`config.mk`:
```
export PLATFORM = sky130hd
export DESIGN_NAME = uart_alu_loader
export DESIGN_NICKNAME = d
export VERILOG_FILES = /design/src/rtl/uart_alu_loader.sv
export SDC_FILE = /design/constraint.sdc
export NUM_CORES = 1
export LEC_CHECK = 0
export ABC_AREA = 1
export CORE_MARGIN = 2
export CORE_UTILIZATION = 53
export DETAILED_ROUTE_END_ITERATION = 10
export PLACE_DENSITY_LB_ADDON = 0.05
export SETUP_SLACK_MARGIN = 0.2
export SYNTH_ARGS = -nofsm -noshare
export SYNTH_HDL_FRONTEND = slang
export SYNTH_SLANG_ARGS = --single-unit
```
`constraint.sdc`:
```
create_clock -name i_clk -period 4.38 [get_ports i_clk]
set_input_delay 0.876 -clock i_clk [delete_from_list [all_inputs] [get_ports i_clk]]
set_output_delay 0.876 -clock i_clk [all_outputs]
set_load 0.02 [all_outputs]
```
`src/rtl/uart_alu_loader.sv`:
```
// UART receiver (8N1, or 8E1 with UART_ALU_LOADER_PARITY_EN) that feeds an ALU with operand A, operand B, then opcode.
// Enable pulse and o_data appear one cycle after the stop-bit sample; there is no backpressure, so bytes are pushed as they arrive.
module uart_alu_loader #(
  parameter int NB_DATA   = 8,
  parameter int CLK_FREQ  = 50000000,
  parameter int BAUD_RATE = 19200
) (
  input  logic               i_clk,
  input  logic               i_reset,
  input  logic               i_rx,
  output logic [NB_DATA-1:0] o_data,
  output logic               o_enable_1,
  output logic               o_enable_2,
  output logic               o_enable_3,
  output logic               o_busy,
  output logic               o_frame_error
);

  localparam int DIV   = CLK_FREQ / (BAUD_RATE * 16);
  localparam int DIV_W = $clog2(DIV + 1);
  localparam int BIT_W = $clog2(NB_DATA + 1);

`ifdef UART_ALU_LOADER_PARITY_EN
  typedef enum logic [2:0] {RX_IDLE, RX_START, RX_DATA, RX_PARITY, RX_STOP} rx_state_t;
`else
  typedef enum logic [1:0] {RX_IDLE, RX_START, RX_DATA, RX_STOP} rx_state_t;
`endif
  typedef enum logic [1:0] {LD_WAIT_A, LD_WAIT_B, LD_WAIT_OP} ld_state_t;

  rx_state_t          rx_state, rx_next;
  ld_state_t          ld_state, ld_next;
  logic               rx_meta, rx_sync;
  logic [DIV_W-1:0]   baud_cnt;
  logic [3:0]         s_cnt;
  logic [BIT_W-1:0]   bit_cnt;
  logic [NB_DATA-1:0] shreg;
  logic               line_hold;
  logic               tick, mid_tick, end_tick, last_bit;
  logic               start_det, byte_done, frame_err, stop_ok;

  assign tick     = (baud_cnt == DIV_W'(DIV - 1));
  assign mid_tick = tick && (s_cnt == 4'd7);
  assign end_tick = tick && (s_cnt == 4'd15);
  assign last_bit = (bit_cnt == BIT_W'(NB_DATA - 1));
  assign o_busy   = (rx_state != RX_IDLE);

`ifdef UART_ALU_LOADER_PARITY_EN
  logic par_err;
  assign stop_ok = rx_sync && !par_err;
`else
  assign stop_ok = rx_sync;
`endif

  always_ff @(posedge i_clk) begin
    if (i_reset) begin
      rx_meta <= 1'b1;
      rx_sync <= 1'b1;
    end else begin
      rx_meta <= i_rx;
      rx_sync <= rx_meta;
    end
  end

  always_ff @(posedge i_clk) begin
    if (i_reset) begin
      rx_state <= RX_IDLE;
      ld_state <= LD_WAIT_A;
    end else begin
      rx_state <= rx_next;
      ld_state <= ld_next;
    end
  end

  always_comb begin
    rx_next   = rx_state;
    start_det = 1'b0;
    byte_done = 1'b0;
    frame_err = 1'b0;
    case (rx_state)
      RX_IDLE: begin
        // After a frame error the line must go high again before a new start is accepted (break handling)
        if (!rx_sync && !line_hold) begin
          rx_next   = RX_START;
          start_det = 1'b1;
        end
      end
      RX_START: if (mid_tick) rx_next = rx_sync ? RX_IDLE : RX_DATA;
`ifdef UART_ALU_LOADER_PARITY_EN
      RX_DATA:   if (end_tick && last_bit) rx_next = RX_PARITY;
      RX_PARITY: if (end_tick) rx_next = RX_STOP;
`else
      RX_DATA:   if (end_tick && last_bit) rx_next = RX_STOP;
`endif
      RX_STOP: begin
        if (end_tick) begin
          rx_next   = RX_IDLE;
          byte_done = stop_ok;
          frame_err = !stop_ok;
        end
      end
      default: rx_next = RX_IDLE;
    endcase
  end

  always_ff @(posedge i_clk) begin
    if (i_reset) begin
      baud_cnt  <= '0;
      s_cnt     <= '0;
      bit_cnt   <= '0;
      shreg     <= '0;
      line_hold <= 1'b0;
    end else begin
      // Restarting the divider on start detect keeps every sample point phase-locked to the falling edge
      baud_cnt <= (start_det || tick) ? '0 : baud_cnt + 1'b1;
      if (start_det || (rx_state == RX_START && mid_tick)) s_cnt <= '0;
      else if (tick) s_cnt <= s_cnt + 1'b1;
      if (rx_state == RX_DATA && end_tick) begin
        shreg   <= {rx_sync, shreg[NB_DATA-1:1]};
        bit_cnt <= last_bit ? '0 : bit_cnt + 1'b1;
      end
      if (frame_err) line_hold <= 1'b1;
      else if (rx_sync) line_hold <= 1'b0;
    end
  end

`ifdef UART_ALU_LOADER_PARITY_EN
  always_ff @(posedge i_clk) begin
    if (i_reset || start_det) par_err <= 1'b0;
    else if (rx_state == RX_PARITY && end_tick) par_err <= rx_sync ^ (^shreg);
  end
`endif

  always_comb begin
    ld_next = ld_state;
    if (frame_err) ld_next = LD_WAIT_A;
    else if (byte_done) begin
      case (ld_state)
        LD_WAIT_A: ld_next = LD_WAIT_B;
        LD_WAIT_B: ld_next = LD_WAIT_OP;
        default:   ld_next = LD_WAIT_A;
      endcase
    end
  end

  always_ff @(posedge i_clk) begin
    if (i_reset) begin
      o_data        <= '0;
      o_enable_1    <= 1'b0;
      o_enable_2    <= 1'b0;
      o_enable_3    <= 1'b0;
      o_frame_error <= 1'b0;
    end else begin
      o_enable_1 <= byte_done && (ld_state == LD_WAIT_A);
      o_enable_2 <= byte_done && (ld_state == LD_WAIT_B);
      o_enable_3 <= byte_done && (ld_state == LD_WAIT_OP);
      if (byte_done) begin
        o_data        <= shreg;
        o_frame_error <= 1'b0;
      end else if (frame_err) begin
        o_frame_error <= 1'b1;
      end
    end
  end

endmodule

```
==> results of run 1 <==
==> logic make-up after synthesis <==
family	count (synthesis)	share of synthesized area [%]
adders and majority gates	4	2.74
buffers and inverters	27	7.26
AOI/OAI and AO/OA	35	10.0
DFF	43	47.1
xor gates and xnor gates	4	1.92
and+or+nand+nor	118	31.0
==> synth_stat cells, drive strengths merged <==
library cell,instances
a21oi,15
and3,2
buf,4
clkbuf,2
clkinv,2
dfxtp,43
ha,4
inv,19
nand2,36
nand3,14
nand4,2
nor2,55
nor3,3
nor3b,2
nor4,2
o21ai,20
or2,2
xor2,4
==> final cells by class <==
type                       count  share of cell area (%)
clock buffer                   6                    2.02
clock inverter                 2                   0.613
inverter                      21                    4.23
tap                           46                    2.82
multi-input combinational    161                    40.8
timing repair buffer          15                    7.35
sequential                    43                    42.2
==> how the worst max path moves through the flow <==
stage | start | to | cells past startpoint
detailed placement | i_reset | baud_cnt[5] | 8
global route | i_reset | baud_cnt[5] | 8
finish | register | o_busy | 3
floorplan | i_reset | baud_cnt[5] | 8
global placement | i_reset | baud_cnt[5] | 8
CTS | register | o_busy | 3
==> through the flow <==
step                instance area [sq um]  setup slack (ns)  std cells
CTS                                  2040              1.92        294
global placement                     1990              1.66        286
floorplan                            1830              2.68        231
global route                         2040              1.71        294
finish                               2040              1.93        294
detailed placement                   1990              1.56        286
==> worst max-delay path, stage by stage, from the launching register on <==
cell	delay (ns)
dfxtp_1	0.46
nor2_1	0.08
inv_1	0.09
clkdlybuf4s50_1	0.60
==> routing by layer <==
layer | up-vias | wire, um
met1 | 663 | 1600
li1 | 776 | -
met5 | - | 0
met4 | 0 | 50
met2 | 27 | 1420
met3 | 5 | 119
==> sequential cells by signal, summed over array words and instances, names as in the netlist, named ones only <==
register       count
baud_cnt           8
rx_sync            1
rx_state           1
rx_meta            1
line_hold          1
bit_cnt            4
o_data             8
o_enable_1         1
shreg              8
o_frame_error      1
o_enable_3         1
ld_state           2
o_enable_2         1
s_cnt              4
==> power by group <==
| group | leakage (uW) | total (uW) | switching (uW) | internal (uW) |
|---|---|---|---|---|
| clock | 0.0000282 | 180 | 118 | 62.0 |
| sequential | 0.000348 | 400 | 4.65 | 395 |
| combinational | 0.000394 | 28.3 | 17.8 | 10.5 |
==> cells in the final DEF, fill, tap and decap left out, types with 2 or more instances in the layout <==
cell type | Yosys | final
o21ai_0 | 20 | 20
nor2_1 | 53 | 53
a21oi_2 | 2 | 2
nor4_2 | 2 | 2
clkdlybuf4s50_1 | 0 | 15
dfxtp_1 | 43 | 43
nand3_4 | 2 | 2
clkbuf_4 | 0 | 5
nand4_1 | 2 | 2
xor2_1 | 4 | 4
nor3_1 | 2 | 2
or2_2 | 2 | 2
nand3_1 | 12 | 12
and3_1 | 2 | 2
nand2_2 | 3 | 3
inv_1 | 18 | 18
a21oi_1 | 13 | 13
clkinv_2 | 2 | 3
nor3b_1 | 2 | 2
nand2_1 | 32 | 32
ha_1 | 4 | 4
==> metrics.md, run 1 <==
| Metric | Value |
|---|---|
| Status | complete, no violations |
| Area Growth Syn to Fin | 11.8% |
| Hold worst-path end | rx_sync |
| Post-synthesis cell area | 1830 sq um |
| Slew of the pin with the lowest slew margin | 0.597 ns |
| Final nets | 254 |
| Seq/Total Area, Yosys | 47.1% |
| Met2 Resource Use GR | 29.0% |
| PortBufs | 15 |
| Io pins | 16 |
| TNS Setup | 0 ns |
| Peak supply drop | 0.160 mV |
| Global router's overall resource usage | 18.7% |
| Layer with the highest usage | met2 |
| Post-route DRC violation count | 0 |
| Gate Count Post-Synth | 231 |
| Ys Warns | 0 |
| Post-route ant nets | 0 |
| Crit path DAT | 1.58 ns |
| Vias/cell | 5.00 |
| Worst min-delay path class | register to register |
| RSZ-0062 raised after global routing | no |
| Crit share post-route | 56.0% |
| CTS tree | done |
| Vias in the first global route | 1389 |
| Detail-routed net length per standard cell | 10.8 um |
| Largest area contributor in the netlist | dfxtp_1 |
| TritonCTS Buffers | 5 |
| Number of fill cells | 324 |
| Leak | 0.000769 uW |
| Starting Density | 55.2% |
| Critical R2R Launch | s_cnt[0] |
| Setup Skew | 0.00667 ns |
| Fmax | 408 MHz |
| Die width | 62.7 um |
| Initial antenna violation count | 0 |
| H-tree Lvls | 2 |
| Min-delay src | rx_meta |
| Tot Pwr | 608 uW |
| Total of max-cap violations | 0 |
| Skew-Pair Late Insertion Delay | 0.34 ns |
| 1st-iter DRT viols | 125 |
| Post-synth cell types | 27 |
| Clock-pin slew on the worst setup and hold paths | 0.11 ns |
| Core box area | 3310 sq um |
| Max-slew violations | 0 |
| Syn_nets | 238 |
| CTS max path bufs | 2 |
| Congestion Overflow GR | 0 |
| Routed WL | 3.19 mm |
| Top cells by area, synth | dfxtp_1 47%, nor2_1 11%, nand2_1 6.6%, o21ai_0 5.5%, inv_1 3.7% |
| Max-slew headroom | 60.2% |
| Reg area | 861 sq um |
| Final Hold Viols | 0 |
| Vias | 1471 |
| Rows | 21 |
| Post-CTS Resized | 0 |
| Crit end category | output pin |
| Flops & latches, synth | 43 |
| Area of the multi-input gates | 833 sq um |
| Top cell type's share of synthesized area | 47.1% |
| Placer Congestion | 0.784 |
| Register-to-Register Path Depth | 8 |
| Post-detail-place hpwl | 2.37 mm |
| Final core occ | 61.7% |
| Worst setup SP type | register |
| PwrDens | 298 nW/um^2 |
| Fin crit period | 2.45 ns |
| # hold bufs at CTS | 0 |
| WHS Path Cells | 1 |
| Post CTS Setup Buffer Count | 0 |
| Die Y | 62.7 um |
| CP Data Required Time | 3.50 ns |
| Pin count of the biggest net entering global routing | 24 |
| First-pass GRT wire length | 5.95 mm |
| Final setup fails | 0 |
| Met1 GRT Util | 25.6% |
| Syn_area_per_cell | 7.91 sq um |
| Reg2Reg Setup Slack | 2.71 ns |
| Die area | 3930 sq um |
| Worst Hold Margin | 0.421 ns |
| Sink Count | 43 |
| Drt pass-1 iters | 4 |
| Critical path class | register to output pin |
| # diodes | 0 |
| Root buffer cell | clkbuf_4 |
| Crit Path Max Fanout | 7 |
| Layout cells sized above 1 | 10.1% |
| Met3 usage | 3.78% |
Power figures use the tool's default switching activity.
==> inputs of run 2 (changes only) <==
==> constraint.sdc (replaced) <==
create_clock -name i_clk -period 2.31 [get_ports i_clk]
set_input_delay 0.462 -clock i_clk [delete_from_list [all_inputs] [get_ports i_clk]]
set_output_delay 0.462 -clock i_clk [all_outputs]
set_load 0.02 [all_outputs]
==> run 2 against run 1 <==
- combinational power rose by 98%
- critical path depth is the same
- final cell count grew 0.68%
- die area stayed put
- core utilization up 0.49 points
- clock power increased by 93%
- sequential power increased by 89%
- sequential cell count did not move
- worst setup slack worse by 1.6 ns
- critical endpoint unchanged
- largest power group unchanged
==> metrics.md, run 2 (same netlist as run 1, synthesis figures left out) <==
| Metric | Value |
|---|---|
| Reg2Reg Setup Slack | 0.70 ns |
| Die Y | 62.7 um |
| Commonest non-fill, non-tap cell in the layout | nor2_1 |
| Starting Density | 55.2% |
| Crit end category | output pin |
| Most frequent cells in the layout | 53 x nor2_1, 42 x dfxtp_1, 32 x nand2_1, 20 x o21ai_0, 18 x inv_1 |
| # hold bufs at CTS | 0 |
| Die width | 62.7 um |
| Post-detail-place hpwl | 2.38 mm |
| Slowest CP cell | clkdlybuf4s50_1 |
| Crit path cell chain | nor2_1 > inv_1 > clkdlybuf4s50_1 |
| Status | complete, no violations |
| RSZ-0062 raised after global routing | no |
| Max-slew violations | 0 |
| Peak supply drop | 0.328 mV |
| Detail-routed net length per standard cell | 10.9 um |
| Sink Count | 43 |
| Top Metal Used | met4 |
| Critical R2R Launch | baud_cnt[0] |
| CTS tree | done |
| Critical path class | register to output pin |
| Fmax | 495 MHz |
| Total of max-cap violations | 0 |
| CP delay by family, top | buffers and inverters |
| Final core occ | 62.2% |
| CTS max path bufs | 2 |
| Post-route DRC violation count | 0 |
| TNS Setup | 0 ns |
| First-pass GRT wire length | 5.67 mm |
| Skew-Pair Late Insertion Delay | 0.35 ns |
| # diodes | 0 |
| Reg area | 862 sq um |
| Root buffer cell | clkbuf_4 |
| Min-delay src | rx_meta |
| Setup Skew | 0.00776 ns |
| M1 wire length | 1.54 mm |
| Vias/cell | 5.01 |
| Area of the multi-input gates | 833 sq um |
| Final Hold Viols | 0 |
| CP Data Required Time | 1.85 ns |
| Area Growth Syn to Fin | 12.7% |
| Crit path DAT | 1.56 ns |
| Crit share post-route | 87.5% |
| TritonCTS Buffers | 5 |
| Routed WL | 3.22 mm |
| Clock-pin slew on the worst setup and hold paths | 0.12 ns |
| Worst Hold Margin | 0.434 ns |
| Placer Congestion | 0.778 |
| Worst min-delay path class | register to register |
| Final setup fails | 0 |
| Core box area | 3310 sq um |
| Fin crit period | 2.02 ns |
| WHS Path Cells | 1 |
| PortBufs | 15 |
| H-tree Lvls | 2 |
| PwrDens | 565 nW/um^2 |
| Max-slew headroom | 80.7% |
| Worst setup SP type | register |
| Initial antenna violation count | 0 |
| Number of fill cells | 309 |
| Worst stage delay on the critical path | 0.60 ns |
| WP buf/inv | 2 |
| Congestion Overflow GR | 0 |
| Global router's overall resource usage | 18.1% |
| WL met2 | 1.50 mm |
| FF-to-FF End | bit_cnt[2] |
| Slew of the pin with the lowest slew margin | 0.288 ns |
| Die area | 3930 sq um |
| Vias in the first global route | 1396 |
| Final nets | 256 |
| Post-route ant nets | 0 |
| Io pins | 16 |
| Drt pass-1 iters | 4 |
| Layout cells sized above 1 | 11.2% |
| Register-to-Register Path Depth | 9 |
| Hold worst-path end | rx_sync |
| Vias | 1484 |
| 1st-iter DRT viols | 90 |
| Met3 WL | 112 um |
| Crit Path Max Fanout | 6 |
| Rows | 21 |
| Leak | 0.000780 uW |
| Largest regs | baud_cnt x8, o_data x8, shreg x8 |
| Pin count of the biggest net entering global routing | 23 |
[run 2: repair_timing]
item	CTS	global route
resized for setup	0	1
setup endpoints to repair	0	1
buffers inserted	0	0
[run 2: through the flow]
step / worst slack, ns / instances / total power (uW) / cell area, sq um
floorplan: 0.894 / 231 / 812 / 1830
global placement: 0.711 / 288 / 829 / 2000
detailed placement: 0.664 / 288 / 831 / 2000
CTS: 0.264 / 296 / 1180 / 2060
global route: 0.216 / 296 / 1210 / 2060
finish: 0.289 / 296 / 1160 / 2060
[run 2: worst max path at each step]
stage	from	endpoint	slack (ns)	cells past startpoint
final	rx_state[0]	o_busy	0.29	3
after global placement	i_reset	baud_cnt[5]	0.71	8
after floorplan	baud_cnt[0]	o_data[4]	0.89	9
after global routing	rx_state[0]	o_busy	0.22	3
after detailed placement	register	o_busy	0.66	3
after CTS	register	o_busy	0.26	3
[run 2: layout make-up]
type / count / area share, %
Sequential cell: 43 / 41.9
Multi-Input combinational cell: 161 / 40.5
Timing Repair Buffer: 17 / 8.02
Inverter: 21 / 4.19
Tap cell: 46 / 2.80
Clock buffer: 6 / 2.01
Clock inverter: 2 / 0.608
[run 2: power breakdown]
part / leakage, uW / internal, uW / switching [uW]
sequential: 0.000348 / 749 / 8.76
clock: 0.0000282 / 118 / 230
combinational: 0.000403 / 22.0 / 34.1
total: 0.000780 / 889 / 273
[run 2: per-layer routing]
layer / vias up / GRT usage, %
li1: 777 / -
met3: 7 / 3.78
met1: 676 / 22.7
met2: 24 / 29.6
met5: - / 0
met4: 0 / 9.17
==> inputs of run 3 (changes only) <==
--- a/config.mk
+++ b/config.mk
@@ -7,7 +7,7 @@
 export LEC_CHECK = 0
 export ABC_AREA = 1
 export CORE_MARGIN = 2
-export CORE_UTILIZATION = 53
+export CORE_UTILIZATION = 55
 export DETAILED_ROUTE_END_ITERATION = 10
 export PLACE_DENSITY_LB_ADDON = 0.05
 export SETUP_SLACK_MARGIN = 0.2
==> run 3 against run 2 <==
- critical path depth is the same
- hold slack lost 0.011 ns
- non-clock buffer count is the same
- clock power grew 35%
- highest routed layer unchanged
==> metrics.md, run 3 (same netlist as run 1, synthesis figures left out) <==
| Metric | Value |
|---|---|
| Pin count of the biggest net entering global routing | 23 |
| RSZ-0062 raised after global routing | no |
| Fin crit period | 2.01 ns |
| Setup Skew | 0.0145 ns |
| Drt pass-1 iters | 4 |
| Post-CTS Resized | 0 |
| Placer Congestion | 0.787 |
| Skew-Pair Late Insertion Delay | 0.36 ns |
| Status | complete, no violations |
| Detail-routed net length per standard cell | 10.0 um |
| Worst Hold Margin | 0.424 ns |
| CTS tree | done |
| Die Y | 61.6 um |
| Final nets | 256 |
| Vias in the first global route | 1143 |
| Post-route DRC violation count | 0 |
| Congestion Overflow GR | 0 |
| Post-route ant nets | 0 |
| Io pins | 16 |
| TritonCTS Buffers | 5 |
| Die area | 3800 sq um |
| Area Growth Syn to Fin | 14.0% |
| Crit path DAT | 1.55 ns |
| TNS Setup | 0 ns |
| Final setup fails | 0 |
| Largest regs | baud_cnt x8, o_data x8, shreg x8 |
| Post CTS Setup Buffer Count | 0 |
| Commonest non-fill, non-tap cell in the layout | nor2_1 |
| Global router's overall resource usage | 17.9% |
| Placed cell area | 2000 sq um |
| Vias | 1435 |
| Core box area | 3100 sq um |
| Crit share post-route | 87.1% |
| Max-slew headroom | 80.2% |
| Worst setup SP type | register |
| Critical path class | register to output pin |
| Tot Pwr | 1280 uW |
| Initial antenna violation count | 0 |
| PwrDens | 617 nW/um^2 |
| Max-slew violations | 0 |
| H-tree Lvls | 2 |
| First-pass GRT wire length | 4.95 mm |
| Crit end category | output pin |
| Crit Path Max Fanout | 6 |
| Starting Density | 58.9% |
| Number of fill cells | 303 |
| Rows | 20 |
| Routed WL | 2.94 mm |
| # diodes | 0 |
| Slew of the pin with the lowest slew margin | 0.296 ns |
| Clock-pin slew on the worst setup and hold paths | 0.12 ns |
| Leak | 0.000796 uW |
| Most frequent cells in the layout | 53 x nor2_1, 43 x dfxtp_1, 32 x nand2_1, 20 x o21ai_0, 18 x inv_1 |
| Final Hold Viols | 0 |
| # hold bufs at CTS | 0 |
| Fmax | 497 MHz |
| Worst min-delay path class | register to register |
| Total of max-cap violations | 0 |
| CTS max path bufs | 2 |
| Layout cells sized above 1 | 11.2% |
| Final core occ | 67.1% |
| CP Data Required Time | 1.85 ns |
| Post-detail-place hpwl | 2.05 mm |
| PortBufs | 15 |
| Root buffer cell | clkbuf_4 |
| 1st-iter DRT viols | 26 |
| Vias/cell | 4.88 |
| Reg2Reg Setup Slack | 0.72 ns |
| Die width | 61.6 um |
| Sink Count | 43 |
| Peak supply drop | 0.315 mV |
| Design Area, Final | 2080 sq um |
[run 3: cell types whose count changed in the layout (fill, tap and decap cells not counted), sizes merged]
cell | before | now
clkbuf | 6 | 5
clkinvlp | 1 | 0
clkinv | 3 | 4
bufinv | 0 | 1
[run 3: power breakdown]
part	total, uW	switching (uW)	internal (uW)
registers	758	8.51	749
clock network	471	244	228
logic	55.2	33.1	22.0
[run 3: path summary, 6_finish.rpt]
kind / from / endpoint / cells past startpoint
worst max-delay path: rx_state[0] / o_busy / 3
worst min-delay path: rx_meta / rx_sync / 1
worst max register to register: baud_cnt[0] / bit_cnt[0] / 9
worst min register to register: rx_meta / rx_sync / 1
[run 3: stage by stage]
stage | setup WS [ns] | cells
6_report | 0.299 | 294
5_1_grt | 0.223 | 294
4_1_cts | 0.280 | 294
3_5_place_dp | 0.688 | 286
3_3_place_gp | 0.693 | 286
2_1_floorplan | 0.894 | 231
[run 3: metal layers]
layer  wire [um]  GRT usage [%]  share of wire (%)  vias up
met5           0              0                  0        -
met4          46           7.60                1.6        0
met3         118           6.72                4.0        5
met2        1210           25.7                 41       22
met1        1560           24.0                 53      631
li1            -              -                  -      777
[run 3: cell type report]
type | instances | area [sq um] | area share, %
clock buffer | 5 | 37.5 | 1.80
clock inverter | 3 | 43.8 | 2.10
inverter | 21 | 86.3 | 4.15
multi-input combinational | 161 | 833 | 40.0
sequential | 43 | 861 | 41.3
tap | 44 | 55.1 | 2.64
timing repair buffer | 17 | 165 | 7.93
[run 3: worst max-delay path: stages (launching register included)]
cell,delay [ns]
dfxtp_1,0.44
nor2_1,0.09
inv_1,0.07
clkdlybuf4s50_1,0.60
